File: src/rtl/uart_pkg.sv
// Shared UART definitions: FSM state encoding and parity mode constants,
// used by uart_tx and later by uart_rx.
package uart_pkg;

  typedef enum logic [2:0] {
    IDLE       = 3'd0,
    START      = 3'd1,
    DATA       = 3'd2,
    PARITY_BIT = 3'd3,
    STOP       = 3'd4
  } uart_state_e;

  localparam int PAR_NONE = 0;
  localparam int PAR_ODD  = 1;
  localparam int PAR_EVEN = 2;

endpackage

File: src/rtl/uart_tx.sv
// UART transmitter with a one-deep holding register. The line advances one
// bit per clk_tick; a byte waiting in the holding register when the last stop
// bit ends is started immediately, with no idle bit in between.
//
// Handshake: a byte is taken on a rising clk edge where in_valid and in_ready
// are both 1. in_ready is a register with no path from in_valid. It drops on
// the accepting edge, stays low while the holding register is full, and rises
// one edge after the byte moves into the shift register.
module uart_tx
  import uart_pkg::*;
#(
  parameter int DATA_BITS = 8,
  parameter int PARITY    = 0,
  parameter int STOP_BITS = 1
) (
  input  logic                 clk,
  input  logic                 reset_n,
  input  logic                 clk_tick,
  input  logic [DATA_BITS-1:0] in_data,
  input  logic                 in_valid,
  output logic                 in_ready,
  output logic                 tx,
  output logic                 busy,
  output logic [2:0]           dbg_state
);

  // One counter serves both the data phase and the stop phase.
  localparam int MAX_BITS = (DATA_BITS > STOP_BITS) ? DATA_BITS : STOP_BITS;
  localparam int CNT_W    = $clog2(MAX_BITS);
  localparam logic [CNT_W-1:0] LAST_DATA = CNT_W'(DATA_BITS - 1);
  localparam logic [CNT_W-1:0] LAST_STOP = CNT_W'(STOP_BITS - 1);

  uart_state_e          state_q, state_d;
  logic [DATA_BITS-1:0] hold_q, hold_d;
  logic [DATA_BITS-1:0] shift_q, shift_d;
  logic [CNT_W-1:0]     cnt_q, cnt_d;
  logic                 full_q, full_d;
  logic                 in_ready_q, in_ready_d;
  logic                 tx_q, tx_d;
  logic                 par_q, par_d;
  logic                 accept;
  logic                 load;

  // Holding register, full flag and the registered ready signal.
  always_comb begin
    accept     = in_valid & in_ready_q;
    full_d     = full_q;
    hold_d     = hold_q;
    if (load) full_d = 1'b0;
    if (accept) begin
      full_d = 1'b1;
      hold_d = in_data;
    end
    in_ready_d = ~full_q & ~accept;
  end

  // Frame sequencer: next state, next line value and the shift/count updates.
  always_comb begin
    state_d = state_q;
    shift_d = shift_q;
    cnt_d   = cnt_q;
    tx_d    = tx_q;
    par_d   = par_q;
    load    = 1'b0;
    if (clk_tick) begin
      case (state_q)
        IDLE: begin
          if (full_q) begin
            load    = 1'b1;
            state_d = START;
            tx_d    = 1'b0;
          end
        end
        START: begin
          state_d = DATA;
          tx_d    = shift_q[0];
          shift_d = shift_q >> 1;
          cnt_d   = '0;
        end
        DATA: begin
          if (cnt_q == LAST_DATA) begin
            cnt_d = '0;
            if (PARITY != PAR_NONE) begin
              state_d = PARITY_BIT;
              tx_d    = par_q;
            end else begin
              state_d = STOP;
              tx_d    = 1'b1;
            end
          end else begin
            cnt_d   = cnt_q + CNT_W'(1);
            tx_d    = shift_q[0];
            shift_d = shift_q >> 1;
          end
        end
        PARITY_BIT: begin
          state_d = STOP;
          tx_d    = 1'b1;
          cnt_d   = '0;
        end
        STOP: begin
          if (cnt_q == LAST_STOP) begin
            cnt_d = '0;
            if (full_q) begin
              load    = 1'b1;
              state_d = START;
              tx_d    = 1'b0;
            end else begin
              state_d = IDLE;
              tx_d    = 1'b1;
            end
          end else begin
            cnt_d = cnt_q + CNT_W'(1);
          end
        end
        default: begin
          state_d = IDLE;
          tx_d    = 1'b1;
        end
      endcase
    end
    // Parity is taken from the whole byte at load time, so it does not
    // depend on how far the shift register has advanced.
    if (load) begin
      shift_d = hold_q;
      par_d   = (PARITY == PAR_ODD) ? ~(^hold_q) : (^hold_q);
    end
  end

  // State registers; reset aborts the frame and drops any held byte.
  always_ff @(posedge clk or negedge reset_n) begin
    if (!reset_n) begin
      state_q    <= IDLE;
      hold_q     <= '0;
      shift_q    <= '0;
      cnt_q      <= '0;
      full_q     <= 1'b0;
      in_ready_q <= 1'b1;
      tx_q       <= 1'b1;
      par_q      <= 1'b0;
    end else begin
      state_q    <= state_d;
      hold_q     <= hold_d;
      shift_q    <= shift_d;
      cnt_q      <= cnt_d;
      full_q     <= full_d;
      in_ready_q <= in_ready_d;
      tx_q       <= tx_d;
      par_q      <= par_d;
    end
  end

  assign in_ready  = in_ready_q;
  assign tx        = tx_q;
  assign busy      = (state_q != IDLE);
  assign dbg_state = state_q;

endmodule

File: config.mk
export PLATFORM = sky130hd
export DESIGN_NAME = uart_tx
export DESIGN_NICKNAME = d
export VERILOG_FILES = /design/src/rtl/uart_pkg.sv /design/src/rtl/uart_tx.sv
export SDC_FILE = /design/constraint.sdc
export NUM_CORES = 1
export LEC_CHECK = 0
export ABC_AREA = 1
export ABC_CLOCK_PERIOD_IN_PS = 1580
export CAP_MARGIN = 20
export CELL_PAD_IN_SITES_DETAIL_PLACEMENT = 1
export CELL_PAD_IN_SITES_GLOBAL_PLACEMENT = 1
export CORE_ASPECT_RATIO = 1.4
export CORE_MARGIN = 3
export CORE_UTILIZATION = 40
export CTS_BUF_LIST = sky130_fd_sc_hd__clkbuf_16
export DETAILED_ROUTE_END_ITERATION = 8
export PLACE_DENSITY = 0.81
export RECOVER_POWER = 25
export SYNTH_ARGS = -nofsm -noshare
export SYNTH_HDL_FRONTEND = slang
export SYNTH_SLANG_ARGS = --single-unit
File: constraint.sdc
create_clock -name clk -period 1.58 [get_ports clk]
set_input_delay 0.316 -clock clk [delete_from_list [all_inputs] [get_ports clk]]
set_output_delay 0.316 -clock clk [all_outputs]
set_load 0.02 [all_outputs]
==> run_results.csv <==
group,metric,value,unit
critical_path,crit_path_start_kind,"flip-flop",
timing,slew_viol_final,0,
critical_path,arrival,1.19,ns
timing,skew,0.00864,ns
cts,cts_tree,"built",
cts,cts_buffers,3,
cells_and_area,nets,199,
cells_and_area,area_growth,30.5,%
yosys,syn-num-nets,167,
cells_and_area,stdcell_count,220,
global_routing,grt_remaining_overflow,0,
floorplanning,die_h,73.6,um
critical_path,cp-end-kind,"output pin",
global_routing,grt_start_max_net_pins,26,
critical_path,critPathMaxFanout,3,
pwr,power.total,3.49,mW
status,status,"finished, final reports clean",
timing,fin_crit,1.51,ns
critical_path,cp.required,1.26,ns
global_routing,grt_pass1_vias,1250,
placement,place_inst,212,
pwr,power_density,2050,mW/mm^2
cts,insertion_delay,0.26,ns
critical_path,path_class,"flip-flop to output pin",
cells_and_area,final_util,56.9,%
cells_and_area,drive_gt1_share,24.6,%
cts,hold_buffers,0,
placement,dp.final_hpwl,2490,um
placement,pre_cts_slack,-0.000132,ns
placement,routabilityCongestion,0.794,
timing,worstMarginPinSlew,0.621,ns
routing,drc,0,
floorplanning,fp-row-count,23,
routing,antenna_left,0,
routing,detail_route.wirelength,3550,um
floorplanning,die_w,54.3,um
global_routing,grt_first_pass_wirelength,5590,um
routing,via_per_inst,5.29,
cts,clock_sinks,25,
timing,timing.final.crit_share,95.3,%
timing,tns,0,ns
cells_and_area,fillers,362,
floorplanning,dieArea,0.00400,mm^2
global_routing,grt_use_total,19.8,%
timing,setup_ws,0.0736,ns
global_routing,antenna_found_initial,0,
cells_and_area,multi_input_area,656,um^2
yosys,syn_avg_cell_area,8.59,um^2
cts,ctsLongestPathBuffers,2,
routing,dr.first_iter.drc_count,11,
cells_and_area,seqCellArea,629,um^2
yosys,seq_area_frac_synth,48.1,%
cts,htreeDepth,1,
routing,wire_per_inst,16.1,um
yosys,yosysTopAreaCell,"dfrtp_1",
cts,root_buffer,"clkbuf_16",
cts,clk_pin_slew,0.07,ns
run,maxCapViolCount,0,
min_path,worstHoldPathType,"flip-flop to flip-flop",
yosys,synth.top_cells.by_area,"dfrtp_1 (44%), nand2_1 (15%), nand3_1 (8.4%), mux2_2 (6.9%), dfstp_2 (4.0%)",
yosys,synthDistinctLibCells,20,
cells_and_area,n_antenna_cell,0,
placement,portBuffers,17,
timing,report.final.setup_viol,0,
floorplanning,pin_count,18,
timing,relSlewSlack,58.6,%
yosys,yosys_warnings,0,
yosys,syn_area,0.00131,mm^2
pwr,p_leak,0.850,nW
yosys,ys_seq_elements,25,
pwr,ir_drop,0.000910,V
yosys,synthCells,152,
yosys,synth_top_area_share,44.1,%
floorplanning,core-area,0.00299,mm^2
routing,firstDrtPassIters,4,
routing,vias,1163,
timing,clock.fmax,664,MHz
floorplanning,start_util,43.6,%
timing,finalHoldViolations,0,
## power by group
group          total (mW)  leakage (nW)  switching, mW  internal, mW
sequential           1.14         0.308          0.198         0.942
combinational        1.78         0.505           1.10         0.679
clock               0.571        0.0371          0.227         0.344
total                3.49         0.850           1.53          1.96
## path summary, 6_finish.rpt
check / startpoint / to / slack [ns] / cells past startpoint
worst max register to register: cnt_q[0]$_DFFE_PN0P_ / shift_q[0]$_DFFE_PN0P_ / 0.07 / 9
min in group asynchronous: reset_n / dbg_state[0]$_DFFE_PN0P_ / 0.60 / 2
max in group asynchronous: reset_n / dbg_state[1]$_DFFE_PN0P_ / 0.54 / 2
worst max-delay path: dbg_state[1]$_DFFE_PN0P_ / busy / 0.07 / 3
worst min-delay path: full_q$_DFFE_PN0P_ / in_ready$_DFF_PN1_ / 0.47 / 1
worst min register to register: full_q$_DFFE_PN0P_ / in_ready$_DFF_PN1_ / 0.47 / 1
## layout make-up
| class | instances | share of cell area, % |
|---|---|---|
| clock buffer | 3 | 4.41 |
| clock inverter | 1 | 0.441 |
| inverter | 14 | 3.23 |
| multi-input combinational | 114 | 38.5 |
| sequential | 25 | 36.9 |
| tap | 37 | 2.72 |
| timing repair buffer | 26 | 13.8 |
## critical path, cell delays in order, from the launching register on
cell	delay, ns
dfrtp_2	0.44
nor2_4	0.12
nand2_1	0.05
dlygate4sd2_1	0.31
## through the flow
stage               cell area, um^2  hold slack (ns)
global placement               1560            0.460
global route                   1700            0.492
floorplan                      1310           0.0204
CTS                            1640            0.430
finish                         1700            0.473
detailed placement             1560            0.467
## layer usage
metal  wire [um]  global-route usage, %
met4          85                   8.31
met2        2010                   36.6
met5           0                      0
met3         121                   4.06
met1        1330                   20.5
## cell usage in the layout, fill, tap and decap left out, types with 4 or more instances in the layout
cell             instances
clkdlybuf4s50_1          9
nand2_1                 50
dfrtp_1                 22
o21ai_0                  6
mux2_2                   8
dlygate4sd2_1            6
nand3_1                 21
nor2_4                   4
inv_1                   10
buf_4                    6
nor2_1                   6
nand2_2                  5
## timing repair
action / 4_1_cts / 5_1_grt
endpoints found under the hold margin: 0 / 0
pin swaps: 0 / 6
gates resized for setup: 7 / 9
setup endpoints to repair: 6 / 8
cloned: 0 / 2
setup buffers: 0 / 2
## sequential cells by signal, indices dropped and copies added (netlist names)
name,count
shift_q,8
tx,1
in_ready,1
dbg_state,3
hold_q,8
full_q,1
cnt_q,3
## Yosys cell counts
cell,n
a21oi_1,2
a21oi_2,1
buf_6,1
dfrtp_1,23
dfstp_2,2
ha_1,3
inv_1,10
inv_2,4
mux2_2,8
nand2_1,52
nand2_2,2
nand2_4,2
nand3_1,22
nand3_4,1
nand4_1,1
nor2_1,6
nor2_2,2
nor2_4,3
o21ai_0,6
o21ai_1,1
## cells by family (layout without fill, tap and decap cells)
group                      after synthesis  count (layout)  share of synthesized area [%]
and+or+nand+nor                         91              93                           33.1
DFF                                     25              25                           48.1
buffers and inverters                   15              44                           4.88
AOI/OAI and AO/OA                       10              10                           4.12
muxes                                    8               8                           6.90
adders and majority gates                3               3                           2.87
Power figures use the tool's default switching activity.
